===== src/rtl/bus_pkg.sv =====
// rtl/bus_pkg.sv - shared defaults and named source indices for the bus arbiter/mux
package bus_pkg;

    localparam int BUS_WIDTH = 32;
    localparam int BUS_NSRC  = 26;

    // Named source slots on the shared bus
    localparam int R0   = 0;
    localparam int R1   = 1;
    localparam int R2   = 2;
    localparam int R3   = 3;
    localparam int R4   = 4;
    localparam int R5   = 5;
    localparam int R6   = 6;
    localparam int R7   = 7;
    localparam int R8   = 8;
    localparam int R9   = 9;
    localparam int R10  = 10;
    localparam int R11  = 11;
    localparam int R12  = 12;
    localparam int R13  = 13;
    localparam int R14  = 14;
    localparam int R15  = 15;
    localparam int HI   = 16;
    localparam int LO   = 17;
    localparam int ZHI  = 18;
    localparam int ZLO  = 19;
    localparam int PC   = 20;
    localparam int MDR  = 21;
    localparam int PORT = 22;
    localparam int IR   = 23;
    localparam int RA   = 24;

endpackage


===== src/rtl/rr_picker.sv =====
// rtl/rr_picker.sv - fixed-priority or pointer-rotated priority search over a request vector
module rr_picker
    import bus_pkg::*;
#(
    parameter int N  = BUS_NSRC,
    parameter int PW = (N > 1) ? $clog2(N) : 1
) (
    input  logic [N-1:0]  req,
    input  logic [PW-1:0] ptr,
    input  logic          rr_mode,
    output logic [N-1:0]  winner,
    output logic [PW-1:0] index,
    output logic          any,
    output logic          multi
);

    int j;

    // Pick the winner index; later assignments override earlier ones, so the
    // loop order encodes the priority (highest index in fixed mode, closest
    // at-or-above ptr in round-robin mode).
    always_comb begin
        index = '0;
        j     = 0;
        if (!rr_mode) begin
            for (int i = 0; i < N; i++) begin
                if (req[i]) index = PW'(i);
            end
        end else begin
            for (int k = N - 1; k >= 0; k--) begin
                j = int'(ptr) + k;
                if (j >= N) j = j - N;
                if (req[j]) index = PW'(j);
            end
        end
    end

    // Summary flags and one-hot form of the chosen index
    always_comb begin
        any    = |req;
        multi  = |(req & (req - 1'b1));
        winner = any ? ({{(N-1){1'b0}}, 1'b1} << index) : '0;
    end

endmodule


===== src/rtl/bus_arbiter_mux.sv =====
// rtl/bus_arbiter_mux.sv - registered shared-bus mux with fixed/round-robin arbitration and conflict status
module bus_arbiter_mux
    import bus_pkg::*;
#(
    parameter int WIDTH = BUS_WIDTH,
    parameter int NSRC  = BUS_NSRC,
    parameter int CNT_W = 8
) (
    input  logic                  clk,
    input  logic                  clr,
    input  logic [NSRC*WIDTH-1:0] src_data,
    input  logic [NSRC-1:0]       src_out,
    input  logic                  rr_mode,
    input  logic                  conflict_clr,
    output logic [WIDTH-1:0]      bus_out,
    output logic [NSRC-1:0]       grant,
    output logic                  bus_valid,
    output logic                  conflict,
    output logic [CNT_W-1:0]      conflict_cnt
);

    localparam int PW = (NSRC > 1) ? $clog2(NSRC) : 1;

    logic [WIDTH-1:0] bus_q, bus_d;
    logic [NSRC-1:0]  grant_q, grant_d;
    logic             valid_q, valid_d;
    logic             conflict_q, conflict_d;
    logic [CNT_W-1:0] cnt_q, cnt_d;
    logic [PW-1:0]    ptr_q, ptr_d;

    logic [NSRC-1:0]  win_oh;
    logic [PW-1:0]    win_idx;
    logic             win_any;
    logic             win_multi;

    rr_picker #(
        .N  (NSRC),
        .PW (PW)
    ) u_pick (
        .req     (src_out),
        .ptr     (ptr_q),
        .rr_mode (rr_mode),
        .winner  (win_oh),
        .index   (win_idx),
        .any     (win_any),
        .multi   (win_multi)
    );

    // Next bus value, grant and rotation pointer; bus holds when nobody drives
    always_comb begin
        bus_d   = bus_q;
        grant_d = '0;
        valid_d = 1'b0;
        ptr_d   = ptr_q;
        if (win_any) begin
            bus_d   = src_data[int'(win_idx)*WIDTH +: WIDTH];
            grant_d = win_oh;
            valid_d = 1'b1;
            if (rr_mode) begin
                ptr_d = (win_idx == PW'(NSRC - 1)) ? '0 : win_idx + 1'b1;
            end
        end
    end

    // Sticky conflict flag and saturating counter; a same-cycle conflict wins over clear
    always_comb begin
        conflict_d = conflict_q;
        cnt_d      = cnt_q;
        if (conflict_clr) begin
            conflict_d = 1'b0;
            cnt_d      = '0;
        end
        if (win_multi) begin
            conflict_d = 1'b1;
            if (cnt_d != '1) cnt_d = cnt_d + 1'b1;
        end
    end

    // State registers, cleared asynchronously
    always_ff @(posedge clk or posedge clr) begin
        if (clr) begin
            bus_q      <= '0;
            grant_q    <= '0;
            valid_q    <= 1'b0;
            conflict_q <= 1'b0;
            cnt_q      <= '0;
            ptr_q      <= '0;
        end else begin
            bus_q      <= bus_d;
            grant_q    <= grant_d;
            valid_q    <= valid_d;
            conflict_q <= conflict_d;
            cnt_q      <= cnt_d;
            ptr_q      <= ptr_d;
        end
    end

    assign bus_out      = bus_q;
    assign grant        = grant_q;
    assign bus_valid    = valid_q;
    assign conflict     = conflict_q;
    assign conflict_cnt = cnt_q;

endmodule


===== config.mk =====
export PLATFORM = sky130hd
export DESIGN_NAME = bus_arbiter_mux
export DESIGN_NICKNAME = d
export VERILOG_FILES = /design/src/rtl/bus_pkg.sv /design/src/rtl/rr_picker.sv /design/src/rtl/bus_arbiter_mux.sv
export SDC_FILE = /design/constraint.sdc
export NUM_CORES = 1
export LEC_CHECK = 0
export ABC_AREA = 1
export ABC_CLOCK_PERIOD_IN_PS = 5400
export CAP_MARGIN = 0
export CORE_AREA = 5 5 361 363
export CTS_BUF_LIST = sky130_fd_sc_hd__clkbuf_16
export DETAILED_ROUTE_END_ITERATION = 8
export DIE_AREA = 0 0 366 368
export GPL_ROUTABILITY_DRIVEN = 0
export PLACE_DENSITY = 0.37
export SYNTH_ARGS = -nofsm -noshare
export SYNTH_HDL_FRONTEND = slang
export SYNTH_SLANG_ARGS = --single-unit

===== constraint.sdc =====
create_clock -name clk -period 5.4 [get_ports clk]
set_input_delay 0.81 -clock clk [delete_from_list [all_inputs] [get_ports clk]]
set_output_delay 0.81 -clock clk [all_outputs]
set_load 0.02 [all_outputs]

# [After elaboration in Yosys (flattened, before gate mapping)]
# Cells that the tools add are included.
[classes] add_sub_neg=54 magnitude_cmp=52 eq_ne=2 n_shift=2 n_mux=190 n_bitwise=1 reduce_logical=4
[op_table] operator="$mux W32" count=52
[op_table] operator="$lt A32 B7 Y1 const B" count=26
[op_table] operator="$shiftx A832 B11 Y32" count=1
[op_table] operator="$ge A32 B6 Y1 const B" count=25
[op_table] operator="$sub A32 B6 Y32 const B" count=25
[op_table] operator="$mux W5" count=38
[op_table] operator="$bmux W1 S5" count=26
[op_table] operator="$add A5 B5 Y6 const B" count=10
[op_table] operator="$mux W1" count=56
[op_table] operator="$reduce_or A26 Y1" count=2
[op_table] operator="$add A5 B4 Y6 const B" count=8
[op_table] operator="$mux W4" count=8
[op_table] operator="$and A26 B26 Y26" count=1
[op_table] operator="$mux W26" count=1
[op_table] operator="$shl A1 B5 Y26 const A" count=1
[op_table] operator="$sub A26 B1 Y26 const B" count=1
[op_table] operator="$add A5 B3 Y6 const B" count=4
[op_table] operator="$mux W8" count=3
[op_table] operator="$add A5 B2 Y6 const B" count=2
[op_table] operator="$mux W3" count=4
[op_table] operator="$add A8 B1 Y8 const B" count=1
[op_table] operator="$ne A8 B8 Y1 const B" count=1
[op_table] operator="$add A5 B1 Y6 const B" count=1
[op_table] operator="$sub A5 B5 Y6 const B" count=1
[op_table] operator="other kinds (6)" count=7
[word_totals] register_bits=73 out_inout_bits=68

# [Logic depth before layout (Yosys ltp)]
# Gate-level depths: netlist of run 1.
[logic_depth] depth_word=36 ltp_mapped=61

# [Cells and area by module]
# Synthesis of run 1 repeated with hierarchy kept, for this count alone.
[hier_totals] hier_cells=4367 area_unflattened_um2=21329.2
[by_module_without_submodules] mod="bus_arbiter_mux" instances=1 cells_per_inst=2689 area_each_um2=12799.8
[by_module_without_submodules] mod="rr_picker" instances=1 cells_per_inst=1678 area_each_um2=8529.4

# [Worst setup path after synthesis of run 1]
# Ideal clock, no wire load.
[synth_timing] kind="register to register" from="register ptr_q[1]" to="register bus_q[13] (netlist: bus_out[13])" setup_time_ns=0.121 arrival_time_ns=5.210 required_ns=5.279 slack_ns=0.069 stages_incl_launch_ff=54 cell_sequence="dfrtp_1 > buf_2 > inv_1 > clkbuf_1 > ha_1 > buf_2 > inv_2 > buf_2 > ha_1 > xor2_1 > nand2_1 > o21ai_1 > nand3_1 > nand2_1 > nand2_1 > nor2_2 > nand2_1 > nand2_1 > [... 18 more ...] > nand2_1 > nand2_1 > nand2_1 > nand2_1 > nand2_1 > nand2_1 > nand2_1 > nand2_1 > nand2_1 > a21oi_4 > inv_4 > nand2_4 > inv_4 > buf_2 > nand2_1 > nand4_1 > nand2_1 > nand2_1"
[synth_via] elab_chain_cells=35 word_cells_on_any_way=235
[synth_rtl] element="start, declared" line="bus_arbiter_mux.sv:29" rtl="logic [PW-1:0] ptr_q, ptr_d;"
[synth_rtl] element="start signal, assigned" line="bus_arbiter_mux.sv:94" rtl="ptr_q <= ptr_d;"
[synth_rtl] element="$add A5 B5 Y6" line="rr_picker.sv:31" rtl="j = int'(ptr) + k;"
[synth_rtl] element="$sub A32 B6 Y32 / $ge A32 B6 Y1 (equally long branches)" line="rr_picker.sv:32" rtl="if (j >= N) j = j - N;"
[synth_rtl] element="$mux W32" line="rr_picker.sv:32"
[synth_rtl] element="$mux W32" line="rr_picker.sv:25" rtl="if (!rr_mode) begin"
[synth_rtl] element="$bmux W1 S5" line="rr_picker.sv:33" rtl="if (req[j]) index = PW'(j);"
[synth_rtl] element="$mux W1 (implied by the code) (2 in a row)" line="rr_picker.sv:33"
[synth_rtl] element="$mux W5 (25 in a row)" line="rr_picker.sv:33"
[synth_rtl] element="$mux W5 (*)" line="rr_picker.sv:33"
[synth_rtl] element="$mux W5 (*)" line="rr_picker.sv:25"
[synth_rtl] element="$shiftx A832 B11 Y32 (*)" line="bus_arbiter_mux.sv:56" rtl="bus_d = src_data[int'(win_idx)*WIDTH +: WIDTH];"
[synth_rtl] element="end signal, assigned" line="bus_arbiter_mux.sv:89" rtl="bus_q <= bus_d;"
[synth_rtl] element="end, declared" line="bus_arbiter_mux.sv:24" rtl="logic [WIDTH-1:0] bus_q, bus_d;"
# Every way passes the cells marked *; elsewhere a longest branch is shown, timed or not. The select of a mux whose other input is x is not followed.
# A chain may end at the register's enable or synchronous reset.

# [Worst setup path after layout of run 1]
[layout_timing] from="register ptr_q[3]" to="register bus_q[13] (netlist: bus_out[13])"
# The elaborated chain is that of the path after synthesis.

==> results of run 1 <==
==> sequential cells by signal (all words and copies together), names as in the netlist <==
name          flops
conflict          1
bus_out          32
ptr_q             5
bus_valid         1
grant            26
conflict_cnt      8
==> worst max-delay path: cells and delay by family (launching register included) <==
family	cells	cell delay, ns
fa+ha+maj	1	0.20
flops	1	0.49
compound gates	6	0.62
simple gates	29	2.70
buf+inv	13	1.56
==> area by class of cell <==
cell class | instances | area (um^2) | area share (%)
Antenna cell | 17 | 42.5 | 0.0983
Clock buffer | 9 | 225 | 0.520
Clock inverter | 6 | 115 | 0.266
Inverter | 257 | 1070 | 2.47
Multi-Input combinational cell | 3775 | 19300 | 44.6
Sequential cell | 73 | 1830 | 4.23
Tap cell | 1662 | 2080 | 4.80
Timing Repair Buffer | 1877 | 18600 | 43.0
==> synthesized netlist by cell type, types with 9 or more instances <==
master,instances
nand2_1,2486
nand3_1,364
inv_1,214
o21ai_0,199
nor2_1,157
a21oi_1,154
buf_2,120
dfrtp_1,73
nand4_1,64
clkbuf_1,49
o21ai_1,41
buf_4,35
inv_2,34
nand2_2,32
o211ai_1,32
ha_1,31
a21boi_1,28
o22ai_1,21
xor2_1,20
o221ai_1,19
nor3_1,18
buf_6,16
o21ai_2,16
buf_1,9
==> through the flow <==
stage | hold slack [ns] | setup slack [ns] | TNS [ns]
after floorplan | 0.590 | 0.0691 | 0
after global placement | 0.485 | -1.01 | -35.43
after detailed placement | 0.485 | -0.969 | -31.90
after CTS | 0.504 | -0.196 | -2.82
after global routing | 0.534 | -0.577 | -23.29
final | 0.502 | -0.280 | -4.25
==> final timing paths <==
check                                      from                   endpoint  cells after the start
max in group asynchronous                   clr        grant[11]$_DFF_PP0_                      3
max reg2reg                ptr_q[3]$_DFFE_PP0P_    bus_out[13]$_DFFE_PP0P_                     49
min                        conflict$_DFFE_PP0P_       conflict$_DFFE_PP0P_                      2
max                        ptr_q[3]$_DFFE_PP0P_    bus_out[13]$_DFFE_PP0P_                     49
min in group asynchronous                   clr  conflict_cnt[1]$_DFF_PP0_                      2
min reg2reg                conflict$_DFFE_PP0P_       conflict$_DFFE_PP0P_                      2
==> layout by cell type (no fill, tap or decap), types with 17 or more instances in the layout <==
cell type,netlist,routed
a21boi_2,1,24
a21oi_1,154,137
buf_12,0,75
buf_16,0,28
buf_4,35,723
buf_6,16,98
clkbuf_16,0,18
clkdlybuf4s50_1,0,929
dfrtp_1,73,70
diode_2,0,17
ha_4,0,18
inv_1,214,186
inv_2,34,42
nand2_1,2486,2242
nand2_2,32,197
nand2_4,6,74
nand3_1,364,298
nand3_2,6,44
nand3_4,0,28
nand4_1,64,64
nor2_1,157,140
o211ai_1,32,32
o21ai_0,199,176
o21ai_1,41,43
o21ai_2,16,24
o221ai_1,19,17
o22ai_1,21,20
==> logic make-up (layout without fill, tap and decap cells) <==
family	Yosys count	after routing	share of synthesized area (%)
AOI/OAI and AO/OA	552	552	15.5
xor gates and xnor gates	25	25	1.15
adders and majority gates	36	36	2.16
buffers and inverters	486	2149	10.8
DFF	73	73	8.81
other	0	17	0
and+or+nand+nor	3160	3162	61.6
==> layer usage <==
| metal | wire length, um | vias to the layer above | GRT usage (%) |
|---|---|---|---|
| met3 | 14100 | 192 | 5.88 |
| met5 | 93 | - | 0 |
| met4 | 6120 | 20 | 7.40 |
| met1 | 82100 | 16300 | 33.9 |
| li1 | - | 17200 | - |
| met2 | 94900 | 1257 | 47.9 |
==> repair_timing <==
action,4_1_cts,5_1_grt
gates resized for setup,487,381
pin swaps,136,194
buffers inserted,97,71
gates cloned,23,10
setup endpoints to repair,62,62
==> flow_metrics.env, run 1 <==
export IMPL_status="finished with violations"
export IMPL_failed_checks="negative setup slack"
export IMPL_layout_nets=6887
export IMPL_synth_top_cell_by_area="nand2_1"
export IMPL_r2r_slack_ns=-0.28
export IMPL_fin_crit_sh_pct=105
export IMPL_dp_cells=7464
export IMPL_worstPathRequired_ns=5.72
export IMPL_synth_nets=5226
export IMPL_grt_overflow_total=0
export IMPL_start_util_pct=16.4
export IMPL_synthArstFlopShare_pct=100
export IMPL_root_buffer="clkbuf_16"
export IMPL_placed_area_um2=37500
export IMPL_slowest_delay_ns=0.49
export IMPL_vias_per_cell=4.56
export IMPL_grt_pass1_vias=34800
export IMPL_cts_sinks=73
export IMPL_io_pins=930
export IMPL_netlist_instances=4332
export IMPL_final_area_um2=43300
export IMPL_ys_seq_area_share_pct=8.81
export IMPL_worstSetupPathType="flip-flop to flip-flop"
export IMPL_fin_util_pct=34.2
export IMPL_synth_enable_flop_cells=0
export IMPL_endpoint_kind="flip-flop"
export IMPL_drive_gt1_share_pct=26.0
export IMPL_die_area_um2=135000
export IMPL_layout_setup_ws_ns=-0.280
export IMPL_area_delta_synth_final_pct=109
export IMPL_die_w_um=366
export IMPL_cp_start_kind="flip-flop"
export IMPL_drt_initial_drc_count=2500
export IMPL_routed_wirelength_um=197000
export IMPL_drv_cap=0
export IMPL_antenna_left=0
export IMPL_avgRoutedWirePerCell_um=25.7
export IMPL_slew_violations=0
export IMPL_die_h_um=368
export IMPL_synthTopCellsByArea="nand2_1 (45%), dfrtp_1 (8.8%), nand3_1 (8.8%), o21ai_0 (4.8%), inv_1 (3.9%)"
export IMPL_synth_top_cell_area_share_pct=45.0
export IMPL_grt_pass1_wl_um=266000
export IMPL_finalNonFillerCells=7676
export IMPL_h_tree_depth=3
export IMPL_groute_usage_overall_pct=27.3
export IMPL_synth_flop_cell="dfrtp_1"
export IMPL_synth_area_per_cell_um2=4.78
export IMPL_yosys_warnings=0
export IMPL_holdBufCountCts=0
export IMPL_dr_pass1_iters=5
export IMPL_drc=0
export IMPL_hold_class="flip-flop to flip-flop"
export IMPL_tritoncts="built"
export IMPL_cts_buffer_depth=2
export IMPL_clk_latency_ns=0.38
export IMPL_synth_cell_types=62
export IMPL_fillers=14000
export IMPL_grt_max_degree=53
export IMPL_hold_viol=0
export IMPL_cts_buffers=9
export IMPL_fin_crit_ns=5.68
export IMPL_numPortBuffers=929
export IMPL_antenna_found_initial=42
export IMPL_hpwl_um=164000
export IMPL_core_rowCount=131
export IMPL_num_vias=35000
export IMPL_slew_headroom_pct=46.3
export IMPL_cpMaxStageDelayCell="dfrtp_2"
export IMPL_path_max_fanout=16
export IMPL_setup_viol=34
export IMPL_path_common_cell="nand2_1"
export IMPL_ys_ff_latch=73
export IMPL_clkTransAtPathRegs_ns=0.07
export IMPL_rsz0062_at_grt="yes"
export IMPL_coreArea_um2=127000
export IMPL_fmax_mhz=176
export IMPL_clock_skew_ns=0.0101
export IMPL_worst_pin_slew_ns=0.803
export IMPL_cp_arrival_ns=6.00
export IMPL_syn_area_um2=20700
Power of run 1 is not shown: default switching activity piles up to over one toggle a cycle in this logic, so the estimate is an artifact.
==> run 2: changes to the inputs <==
- CTS_CLUSTER_SIZE: default -> 25
==> results of run 2 <==
The final DEF is identical to that of run 1; final timing and power are the same.
Power of run 2 is left out for the same reason.
